## config.mk

```make
export PLATFORM = sky130hd
export DESIGN_NAME = ghostbus_host_seq
export DESIGN_NICKNAME = d
export VERILOG_FILES = /design/src/rtl/ghostbus_host_seq.sv
export SDC_FILE = /design/constraint.sdc
export NUM_CORES = 1
export LEC_CHECK = 0
export BUFFER_PORTS_ARGS = -buffer_cell sky130_fd_sc_hd__buf_4
export CORE_MARGIN = 1.5
export CORE_UTILIZATION = 52
export DETAILED_ROUTE_END_ITERATION = 10
export PLACE_DENSITY = 0.77
export SETUP_SLACK_MARGIN = 0.4
export SYNTH_ARGS = -nofsm -noshare
export SYNTH_HDL_FRONTEND = slang
export SYNTH_SLANG_ARGS = --single-unit
```

## constraint.sdc

```tcl
create_clock -name clk -period 6 [get_ports clk]
set_clock_uncertainty 0.05 [all_clocks]
set_input_delay 0.9 -clock clk [delete_from_list [all_inputs] [get_ports clk]]
set_output_delay 0.9 -clock clk [all_outputs]
set_load 0.01 [all_outputs]
```

## src/rtl/ghostbus_host_seq.sv

```systemverilog
// Host-side ghostbus initiator: turns a valid/ready command stream into ghostbus strobes.
// Latency: the strobe comes 1 cycle after accept; a read beat takes RD_LAT+2 cycles minimum.
// Backpressure: cmd_ready is high only in IDLE. A pending response (rsp_valid & !rsp_ready)
// holds rsp_data/rsp_last and stops further strobes.
//
// Ports:
//   clk, rst                  single clock, asynchronous active-high reset
//   cmd_valid/cmd_ready       command handshake; cmd_we, cmd_addr, cmd_wdata, cmd_len
//   rsp_valid/rsp_ready       read-data handshake; rsp_data, rsp_last
//   busy                      high whenever the sequencer is not idle
//   gb_addr, gb_wdata         registered ghostbus address/data, held between strobes
//   gb_we, gb_re              one-cycle write/read strobes
//   gb_rdata                  ghostbus read data, valid RD_LAT cycles after gb_re
module ghostbus_host_seq #(
  parameter int AW     = 24,
  parameter int DW     = 32,
  parameter int LW     = 8,
  parameter int RD_LAT = 1     // 1..15
) (
  input  logic          clk,
  input  logic          rst,
  input  logic          cmd_valid,
  output logic          cmd_ready,
  input  logic          cmd_we,
  input  logic [AW-1:0] cmd_addr,
  input  logic [DW-1:0] cmd_wdata,
  input  logic [LW-1:0] cmd_len,
  output logic          rsp_valid,
  input  logic          rsp_ready,
  output logic [DW-1:0] rsp_data,
  output logic          rsp_last,
  output logic          busy,
  output logic [AW-1:0] gb_addr,
  output logic [DW-1:0] gb_wdata,
  output logic          gb_we,
  output logic          gb_re,
  input  logic [DW-1:0] gb_rdata
);

  typedef enum logic [2:0] {
    S_IDLE,
    S_WR,
    S_RD_ISSUE,
    S_RD_WAIT,
    S_RSP
  } state_t;

  localparam logic [3:0] LP_LAT = 4'(RD_LAT);

  state_t        r_state;
  state_t        w_state_nxt;
  logic [AW-1:0] r_base;
  logic [LW-1:0] r_len;
  logic [LW-1:0] r_beat;
  logic [3:0]    r_lat;
  logic [AW-1:0] r_gb_addr;
  logic [DW-1:0] r_gb_wdata;
  logic [DW-1:0] r_rsp_data;
  logic          r_rsp_valid;
  logic          r_rsp_last;

  logic          w_accept;
  logic          w_rsp_hs;
  logic          w_lat_done;
  logic [LW-1:0] w_beat_inc;

  assign w_accept   = cmd_valid && (r_state == S_IDLE);
  assign w_rsp_hs   = r_rsp_valid && rsp_ready;
  // lat_cnt reaches 1 on exactly the cycle gb_rdata is valid
  assign w_lat_done = (r_state == S_RD_WAIT) && (r_lat == 4'd1);
  // Only used when beat_cnt < len, so it cannot overflow LW bits
  assign w_beat_inc = r_beat + 1'b1;

  // Next-state logic
  always_comb begin
    w_state_nxt = r_state;
    case (r_state)
      S_IDLE:     if (w_accept) w_state_nxt = cmd_we ? S_WR : S_RD_ISSUE;
      S_WR:       w_state_nxt = S_IDLE;
      S_RD_ISSUE: w_state_nxt = S_RD_WAIT;
      S_RD_WAIT:  if (w_lat_done) w_state_nxt = S_RSP;
      S_RSP:      if (w_rsp_hs) w_state_nxt = r_rsp_last ? S_IDLE : S_RD_ISSUE;
      default:    w_state_nxt = S_IDLE;
    endcase
  end

  always_ff @(posedge clk or posedge rst) begin
    if (rst) r_state <= S_IDLE;
    else     r_state <= w_state_nxt;
  end

  // Datapath. gb_addr is loaded on the way into WR/RD_ISSUE, so the address is
  // already stable during the strobe cycle.
  always_ff @(posedge clk or posedge rst) begin
    if (rst) begin
      r_base      <= '0;
      r_len       <= '0;
      r_beat      <= '0;
      r_lat       <= '0;
      r_gb_addr   <= '0;
      r_gb_wdata  <= '0;
      r_rsp_data  <= '0;
      r_rsp_valid <= 1'b0;
      r_rsp_last  <= 1'b0;
    end else begin
      case (r_state)
        S_IDLE: begin
          if (w_accept) begin
            r_base    <= cmd_addr;
            r_len     <= cmd_len;
            r_beat    <= '0;
            r_gb_addr <= cmd_addr;
            if (cmd_we) r_gb_wdata <= cmd_wdata;
          end
        end
        S_RD_ISSUE: begin
          r_lat <= LP_LAT;
        end
        S_RD_WAIT: begin
          if (w_lat_done) begin
            r_rsp_data  <= gb_rdata;
            r_rsp_valid <= 1'b1;
            r_rsp_last  <= (r_beat == r_len);
          end else begin
            r_lat <= r_lat - 4'd1;
          end
        end
        S_RSP: begin
          if (w_rsp_hs) begin
            r_rsp_valid <= 1'b0;
            if (!r_rsp_last) begin
              r_beat    <= w_beat_inc;
              // modulo 2^AW: bursts wrap from all-ones to zero
              r_gb_addr <= r_base + AW'(w_beat_inc);
            end
          end
        end
        default: ;
      endcase
    end
  end

  assign cmd_ready = (r_state == S_IDLE);
  assign busy      = (r_state != S_IDLE);
  assign gb_we     = (r_state == S_WR);
  assign gb_re     = (r_state == S_RD_ISSUE);
  assign gb_addr   = r_gb_addr;
  assign gb_wdata  = r_gb_wdata;
  assign rsp_valid = r_rsp_valid;
  assign rsp_data  = r_rsp_data;
  assign rsp_last  = r_rsp_last;

endmodule

```

==> flow_metrics.py <==
metrics = {
    "route": {
        "wire_per_inst_um": 17.74,
        "drt_iter0_drc": 393,
        "ant_nets": 0,
        "vias": 4942,
        "drc": 0,
        "routed_wl_um": 16070,
        "drtPass1Iterations": 4,
        "viasPerCell": 5.455,
    },
    "setup_path": {
        "cp-start-kind": "flip-flop",
        "worst-path-buf-inv": 1,
        "crit_type": "reg2reg",
        "cp_slowest_cell": "dfrtp_1",
        "arrival_ps": 3430,
        "crit_family": "simple AND/OR/NAND/NOR gates",
        "crit_chain": "nor2b_1, a21oi_1, nand2b_1, buf_4, nor2_8, nand2_4, mux2_4",
        "cp_max_fo": 45,
        "cp-end-kind": "flip-flop",
        "crit_required_ps": 6250,
        "slowest_delay_ps": 640,
    },
    "power_and_ir_drop": {
        "swShare_pct": 34.00,
        "p_per_area_mw_per_mm2": 548.8,
        "p_total_mw": 4.751,
        "pwr-share-seq_pct": 35.9,
        "switchingPower_mw": 1.615,
        "clkPwrFrac_pct": 22.7,
        "ir_drop_uv": 295.6,
        "power_frac_comb_pct": 41.4,
        "intPower_mw": 3.135,
        "p_leak_nw": 4.101,
    },
    "sta": {
        "setup_viol": 0,
        "tns_ps": 0,
        "fmax_mhz": 314.5,
        "final_hold_viol_count": 0,
        "finalMaxSlewViolations": 0,
        "period_needed_ps": 3180,
        "maxSlewHeadroom_pct": 24.37,
        "finalCritPeriodShare_pct": 52.99,
        "worstMarginPinSlew_ps": 1126,
        "rsz0062_at_grt": "no",
    },
    "floorplanning": {
        "start_util_pct": 53.72,
        "die_w_um": 114.6,
        "io_pins": 195,
        "num_rows": 40,
        "core-area_sq_mm": 0.01206,
        "dieArea_sq_mm": 0.01314,
        "die_h_um": 114.6,
    },
    "global_route": {
        "grt.total_usage_pct": 25.31,
        "grt_pass1_vias": 5076,
        "grt_max_degree": 78,
        "grt-ovfl-total": 0,
        "antenna_found_initial": 0,
        "grt_pass1_wl_um": 25510,
    },
    "logic_synthesis": {
        "syn_nets": 649,
        "synth-seq-cells": 137,
        "yosysMostFrequentCell": "dfrtp_1",
        "synth_cell_type_count": 50,
        "yosysSeqAreaShare_pct": 52.91,
        "syn_area_per_cell_sq_um": 12.11,
        "yosys-top-cells-count": "137 x dfrtp_1, 61 x mux2_2, 39 x nand2_1, 30 x mux2_4, 30 x o21ai_0",
        "yosysWarnings": 0,
        "synth_top_cell_area_share_pct": 52.91,
        "synth_area_sq_mm": 0.006480,
        "synth-main-ff-cell": "dfrtp_1",
        "async_flop_share_pct": 100.0,
        "yosys-top-cells-area": "dfrtp_1 53%, mux2_2 11%, mux2_4 7.0%",
        "netlist_instances": 535,
        "synth_top_cell_by_area": "dfrtp_1",
        "synth_edf_count": 0,
    },
    "final_layout": {
        "drive_above_1_share_pct": 44.58,
        "nFillCells": 869,
        "final_cells": 906,
        "antenna_cells": 0,
        "area_growth_pct": 33.60,
        "finalNetCount": 840,
    },
    "clock_tree": {
        "cts_hold_buf": 0,
        "cts_root_buf": "clkbuf_16",
        "cts_setup_buffers": 0,
        "htreeDepth": 4,
        "insertion_delay_ps": 420,
        "cts.sinks": 137,
        "clkTransAtPathRegs_ps": 60,
        "cts_tree": "yes",
        "cts_buffers": 17,
        "cts.repair.resized": 0,
        "cts_max_path_buffers": 2,
    },
    "run_status": {
        "status": "finished, final reports clean",
    },
    "min_path": {
        "hold_class": "reg2reg",
    },
    "placement": {
        "place_inst": 875,
        "dp_hpwl_um": 11050,
        "place.port_buffers": 194,
        "gp_congestion": 0.8870,
    },
    "run": {
        "max_cap_viol_count": 0,
    },
}
-- state kept, by name, indices dropped and copies added, names as in the netlist --
signal     flops
rsp_data      32
rsp_valid      1
r_state        3
rsp_last       1
r_beat         8
gb_addr       24
r_lat          4
gb_wdata      32
r_len          8
r_base        24
-- kinds of logic (layout without fill, tap and decap cells) --
family / Yosys count / count (layout) / synth area share [%]
buffers and inverters: 36 / 239 / 2.587
flip-flops: 137 / 137 / 52.91
adder cells (fa/ha/maj): 13 / 13 / 2.626
AND/OR/NAND/NOR: 124 / 124 / 9.732
AO/OA/AOI/OAI: 101 / 101 / 10.08
XOR/XNOR: 30 / 30 / 4.055
multiplexers: 94 / 94 / 18.02
-- power by group through the flow --
stage | Clock (mW) | Sequential (mW) | Combinational [mW]
final | 1.08 | 1.71 | 1.97
after global routing | 1.14 | 1.76 | 2.13
after CTS | 1.10 | 1.70 | 1.98
after detailed placement | 0 | 1.71 | 1.96
after global placement | 0 | 1.68 | 1.90
after floorplan | 0 | 1.76 | 1.10
-- final cells by class --
type / instances / area (sq um) / share of cell area [%]
clock buffer: 18 / 429.2 / 4.957
clock inverter: 13 / 178.9 / 2.067
inverter: 10 / 40.04 / 0.4625
multi-input combinational: 362 / 2884 / 33.31
sequential: 137 / 3428 / 39.60
tap: 168 / 210.2 / 2.428
timing repair buffer: 198 / 1486 / 17.17
-- tightest hold or removal path: stages, from the launching register on --
cell and delay (ps):
dfrtp_1 340, nand2_1 50, o21ai_0 60
-- per-layer routing --
metal / vias to the layer above / track usage (%) / share of wire [%]
met1: 2454 / 30.95 / 41
met4: 0 / 12.25 / 2.9
met2: 163 / 41.88 / 51
li1: 2290 / - / -
met5: - / 0 / 0
met3: 35 / 6.458 / 5.1
-- worst paths after layout --
kind / startpoint / end / slack [ps] / depth (start not counted)
worst max register to register: r_state[2]$_DFFE_PP0P_ / gb_wdata[22]$_DFFE_PP0P_ / 2820 / 7
min in group asynchronous: rst / gb_wdata[31]$_DFFE_PP0P_ / 640 / 2
worst min register to register: gb_addr[3]$_DFFE_PP0P_ / gb_addr[3]$_DFFE_PP0P_ / 440 / 2
worst min-delay path: gb_addr[3]$_DFFE_PP0P_ / gb_addr[3]$_DFFE_PP0P_ / 440 / 2
worst max-delay path: r_state[2]$_DFFE_PP0P_ / gb_wdata[22]$_DFFE_PP0P_ / 2820 / 7
max in group asynchronous: rst / rsp_data[22]$_DFFE_PP0P_ / 3940 / 3
-- stage by stage --
| stage | utilization, % | hold WS [ps] | setup WS [ps] | area, sq um |
|---|---|---|---|---|
| CTS | 71.77 | 439.7 | 2824 | 8657 |
| floorplan | - | 437.4 | 1382 | 6480 |
| global route | 71.77 | 463.6 | 2598 | 8657 |
| global placement | 66.73 | 425.8 | 2607 | 8049 |
| finish | 71.77 | 437.0 | 2820 | 8657 |
| detailed placement | 66.73 | 427.0 | 2554 | 8049 |
-- cells in the final DEF, fill, tap and decap left out, types with 9 or more instances in the layout --
cell type  count
nor3_1        13
nand2_1       39
inv_1          9
xor2_1         9
mux2_2        61
o21ai_0       30
ha_1          12
mux2_4        30
buf_4        198
clkbuf_16     17
a22oi_1        9
xnor2_1       21
dfrtp_1      137
nand3_1       14
nor2_1        28
a21oi_1       24
No activity file was read; power rests on OpenSTA's default activity.
